==> src/rtl/bin_share_encoder_if.sv <==
// Handshake bundle for the share encoder: unshared word in, randomness in, boolean sharing out.
interface bin_share_encoder_if #(
    parameter int D = 2,
    parameter int W = 32
);
    logic                 in_valid;
    logic                 in_ready;
    logic [W-1:0]         in_data;
    logic                 rnd_valid;
    logic                 rnd_ready;
    logic [(D-1)*W-1:0]   rnd_data;
    logic                 out_valid;
    logic                 out_ready;
    logic [D*W-1:0]       out_shares;

    modport slave (
        input  in_valid, in_data, rnd_valid, rnd_data, out_ready,
        output in_ready, rnd_ready, out_valid, out_shares
    );

    modport master (
        output in_valid, in_data, rnd_valid, rnd_data, out_ready,
        input  in_ready, rnd_ready, out_valid, out_shares
    );
endinterface

==> src/rtl/bin_share_encoder.sv <==
// Boolean masking entry: W-bit word -> D bit-interleaved shares, 1-cycle latency, 2-entry output buffer;
// readies drop only on registered FULL occupancy. SHARE_ENC_CNT_EN adds a saturating fire counter port.
module bin_share_encoder #(
    parameter int D = 2,
    parameter int W = 32
) (
    input  logic                clk,
    input  logic                rst,
    bin_share_encoder_if.slave  bus
`ifdef SHARE_ENC_CNT_EN
    ,
    output logic [15:0]         cnt_sharings
`endif
);
    localparam int SW = D * W;

    typedef enum logic [1:0] {EMPTY, ONE, FULL} state_t;

    state_t          state_q;
    logic            out_valid_q;
    logic [SW-1:0]   slot0_q;
    logic [SW-1:0]   slot1_q;
    logic [SW-1:0]   enc_d;
    logic            enc_acc;
    logic            space;
    logic            fire;
    logic            pop;

    // Space comes from registered occupancy only, so out_ready never reaches the readies.
    assign space         = (state_q != FULL);
    assign bus.in_ready  = bus.rnd_valid & space;
    assign bus.rnd_ready = bus.in_valid & space;
    assign fire          = bus.in_valid & bus.rnd_valid & space;
    assign pop           = out_valid_q & bus.out_ready;

    assign bus.out_valid  = out_valid_q;
    assign bus.out_shares = slot0_q;

    always_comb begin
        enc_d   = '0;
        enc_acc = 1'b0;
        for (int i = 0; i < W; i++) begin
            enc_acc = bus.in_data[i];
            for (int j = 1; j < D; j++) begin
                enc_d[D*i + j] = bus.rnd_data[(D-1)*i + (j-1)];
                enc_acc        = enc_acc ^ bus.rnd_data[(D-1)*i + (j-1)];
            end
            enc_d[D*i] = enc_acc;
        end
    end

    always_ff @(posedge clk or posedge rst) begin
        if (rst) begin
            state_q     <= EMPTY;
            out_valid_q <= 1'b0;
            slot0_q     <= '0;
            slot1_q     <= '0;
        end else begin
            case (state_q)
                EMPTY: begin
                    if (fire) begin
                        slot0_q     <= enc_d;
                        state_q     <= ONE;
                        out_valid_q <= 1'b1;
                    end
                end
                ONE: begin
                    if (fire && pop) begin
                        slot0_q <= enc_d;
                    end else if (fire) begin
                        slot1_q <= enc_d;
                        state_q <= FULL;
                    end else if (pop) begin
                        state_q     <= EMPTY;
                        out_valid_q <= 1'b0;
                    end
                end
                FULL: begin
                    if (pop) begin
                        slot0_q <= slot1_q;
                        state_q <= ONE;
                    end
                end
                default: begin
                    state_q     <= EMPTY;
                    out_valid_q <= 1'b0;
                end
            endcase
        end
    end

`ifdef SHARE_ENC_CNT_EN
    logic [15:0] cnt_q;

    always_ff @(posedge clk or posedge rst) begin
        if (rst) begin
            cnt_q <= 16'h0000;
        end else if (fire && (cnt_q != 16'hFFFF)) begin
            cnt_q <= cnt_q + 16'h0001;
        end
    end

    assign cnt_sharings = cnt_q;
`endif
endmodule

==> src/flat_wrapper.sv <==
// flat-port wrapper written by rule: the top's interface ports become plain ports
module bin_share_encoder_flat 
#(
    parameter int D = 2,
    parameter int W = 32
)
  (clk, rst, bus_in_valid, bus_in_data, bus_rnd_valid, bus_rnd_data, bus_out_ready, bus_in_ready, bus_rnd_ready, bus_out_valid, bus_out_shares);
  bin_share_encoder_if #(.D(D), .W(W)) bus_i ();
  input  logic clk;
  input  logic rst;
  input wire logic [$bits(bus_i.in_valid)-1:0] bus_in_valid;
  input wire logic [$bits(bus_i.in_data)-1:0] bus_in_data;
  input wire logic [$bits(bus_i.rnd_valid)-1:0] bus_rnd_valid;
  input wire logic [$bits(bus_i.rnd_data)-1:0] bus_rnd_data;
  input wire logic [$bits(bus_i.out_ready)-1:0] bus_out_ready;
  output wire logic [$bits(bus_i.in_ready)-1:0] bus_in_ready;
  output wire logic [$bits(bus_i.rnd_ready)-1:0] bus_rnd_ready;
  output wire logic [$bits(bus_i.out_valid)-1:0] bus_out_valid;
  output wire logic [$bits(bus_i.out_shares)-1:0] bus_out_shares;
  assign bus_i.in_valid = bus_in_valid;
  assign bus_i.in_data = bus_in_data;
  assign bus_i.rnd_valid = bus_rnd_valid;
  assign bus_i.rnd_data = bus_rnd_data;
  assign bus_i.out_ready = bus_out_ready;
  assign bus_in_ready = bus_i.in_ready;
  assign bus_rnd_ready = bus_i.rnd_ready;
  assign bus_out_valid = bus_i.out_valid;
  assign bus_out_shares = bus_i.out_shares;
  bin_share_encoder #(.D(D), .W(W)) u_core (.clk(clk), .rst(rst), .bus(bus_i));
endmodule
==> config.mk <==
export PLATFORM = sky130hd
export DESIGN_NAME = bin_share_encoder_flat
export DESIGN_NICKNAME = d
export VERILOG_FILES = /design/src/rtl/bin_share_encoder_if.sv /design/src/rtl/bin_share_encoder.sv /design/src/flat_wrapper.sv
export SDC_FILE = /design/constraint.sdc
export NUM_CORES = 1
export LEC_CHECK = 0
export CAP_MARGIN = 5
export CELL_PAD_IN_SITES_DETAIL_PLACEMENT = 0
export CELL_PAD_IN_SITES_GLOBAL_PLACEMENT = 1
export CORE_AREA = 4 4 105 146
export CTS_CLUSTER_SIZE = 14
export DETAILED_ROUTE_END_ITERATION = 10
export DIE_AREA = 0 0 109 150
export PLACE_DENSITY = 0.8
export SYNTH_ARGS = -nofsm -noshare
export SYNTH_HDL_FRONTEND = slang
export SYNTH_SLANG_ARGS = --single-unit
==> constraint.sdc <==
create_clock -name clk -period 6.3 [get_ports clk]
set_clock_uncertainty 0.1 [all_clocks]
set_input_delay 0.63 -clock clk [delete_from_list [all_inputs] [get_ports clk]]
set_output_delay 0.63 -clock clk [all_outputs]
set_load 0.1 [all_outputs]
==> flow_summary.toml <==
[floorplan]
die_h_um = 150
fp-row-count = 51
start_util_pct = 44.29
ios = 136
die_w_um = 109
core_area_um2 = 13970
die_area_um2 = 16350

[job]
cap_violations = 0

[clock_network]
clock_latency_ps = 410
post_cts_buffers = 0
cts_made_buffers = 17
h-tree-depth = 4
cts_tree = "built"
holdBufCountCts = 0
clock_sinks = 131
cts_resized = 0
clk_pin_slew_ps = 50
cts_buffer_depth = 2
cts_root_buffer = "clkbuf_16"

[yosys]
yosys_register_bits = 131
ys_seq_area_share_pct = 52.96
synth_top_area_share_pct = 52.96
synth_top_cells_by_count = "mux2_2, dfrtp_1, mux2_4"
synth-edff-count = 0
syn_inst = 393
synth_area_um2 = 6190
synth_area_leader_cell = "dfrtp_1"
ys_top_cells_by_area = "dfrtp_1, mux2_2, mux2_4"
synthesis.nets = 462
yosysUniqueCellTypes = 17
avgSynthCellArea_um2 = 15.75
synth-main-ff-cell = "dfrtp_1"
synth_most_common_cell = "mux2_2"
synthArstFlopShare_pct = 100.0
ys_warn_count = 0

[grt]
grt_util_all_layers_pct = 16.21
grt_pass1_vias = 4031
antenna_found_initial = 0
grt_pass1_wl_um = 20500
overflow = 0
grt_max_degree = 78

[sta]
max_slew_margin_pct = 24.69
drv_slew = 0
setup_viol = 0
fin_crit_ps = 3774
worst_pin_slew_ps = 1130
finalHoldViolCount = 0
tns_ps = 0
finalCritPeriodShare_pct = 59.91
rsz0062_at_grt = "no"
fmax_mhz = 264.9

[drt]
via_count = 3564
routedWlPerCell_um = 17.23
ant_nets = 0
drc = 0
drt_iter0_drc = 81
wl_um = 12490
drt_pass1_iterations = 4
viasPerCell = 4.916

[setup_path]
critPathMaxFanout = 69
reg2reg_from = "u_core.state_q[1]"
cp_data_arrival_time_ps = 3040
rr_endpoint = "u_core.bus.out_shares[10]"
startpoint_type = "register"
critPathRequiredTime_ps = 5570
criticalPathCategory = "reg2out"
reg2reg_depth = 4
cp-end-kind = "primary output"
rrSetupSlack_ps = 3060

[final_layout]
syn_to_final_growth_pct = 33.52
antenna-diode-count = 0
fillers = 1090
final_nets = 598
register_area_um2 = 3278
layout-drive-gt1-share_pct = 41.85
multi_input_area_um2 = 2764

[hold_path]
hold_start = "u_core.slot1_q[37]"
min_to = "u_core.slot1_q[37]"
min_path_cells = 1
hp-class = "reg2reg"

[status]
outcome = "finished clean"

[placement]
dp_hpwl_um = 8071
place.port_buffers = 135
routabilityCongestion = 0.7047
==> worst max-delay path, stage by stage (launching register included) <==
cell             delay, ps
dfrtp_1                470
nand2b_4               770
and2_1                 220
clkdlybuf4s50_1       1130
==> worst max path at each step <==
stage / slack [ps] / start / depth (start not counted) / end
6_report: 2530 / u_core.state_q[1] / 3 / bus_rnd_ready
5_1_grt: 2380 / u_core.state_q[1] / 3 / bus_in_ready
4_1_cts: 2480 / u_core.state_q[1] / 3 / bus_rnd_ready
3_5_place_dp: 2620 / bus_rnd_valid / 5 / u_core.bus.out_shares[7]
3_3_place_gp: 2690 / bus_rnd_valid / 5 / u_core.bus.out_shares[19]
2_1_floorplan: 2070 / rst / 1 / u_core.bus.out_shares[0]
==> per-stage QoR <==
step | setup WS, ps | hold slack (ps) | cells | util (%) | instance area [um2]
floorplan | 2072 | 374.5 | 393 | - | 6190
global placement | 2691 | 383.1 | 695 | 54.81 | 7660
detailed placement | 2621 | 390.4 | 695 | 54.81 | 7660
CTS | 2484 | 404.4 | 725 | 59.14 | 8264
global route | 2383 | 416.0 | 725 | 59.14 | 8264
finish | 2526 | 402.6 | 725 | 59.14 | 8264
==> metal layers <==
metal | vias up | part of all wire (%) | track usage, %
met2 | 90 | 49 | 25.80
li1 | 1659 | - | -
met3 | 14 | 5.7 | 4.791
met5 | - | 0 | 0
met1 | 1801 | 44 | 20.70
met4 | 0 | 1.3 | 6.254
==> kinds of logic (layout without fill, tap and decap cells) <==
| logic type | Yosys count | after routing | share of synthesized area, % |
|---|---|---|---|
| buf+inv | 23 | 170 | 2.547 |
| flops | 131 | 131 | 52.96 |
| xor+xnor | 33 | 33 | 4.670 |
| simple gates | 9 | 9 | 0.8288 |
| mux | 192 | 192 | 37.90 |
| compound gates | 5 | 5 | 1.092 |
==> registers in the layout (all words and copies together) (netlist names) <==
register	flops
u_core.bus.out_shares	64
u_core.state_q	2
u_core.slot1_q	64
u_core.bus.out_valid	1
==> layout make-up <==
cell class	count	share of cell area [%]
clock buffer	26	6.162
clock inverter	4	1.151
inverter	2	0.1514
multi-input combinational	239	33.44
sequential	131	39.67
tap	185	2.801
timing repair buffer	138	16.62
==> layout by cell type (no fill, tap or decap) <==
cell,instances
nand2b_4,1
a21boi_4,1
clkbuf_16,17
nand2_1,3
clkdlybuf4s50_1,135
inv_1,1
clkbuf_1,4
clkbuf_8,5
xor2_1,33
o32ai_4,1
clkinv_2,1
o22ai_1,2
or3b_4,1
dfrtp_1,131
nor2b_1,1
mux2_4,49
and2_1,2
inv_6,1
mux2_2,143
bufinv_16,3
o22a_1,1
nand2b_1,1
buf_4,3
Power is not shown: default switching activity piles up to over one toggle a cycle in this logic, so the estimate is an artifact.
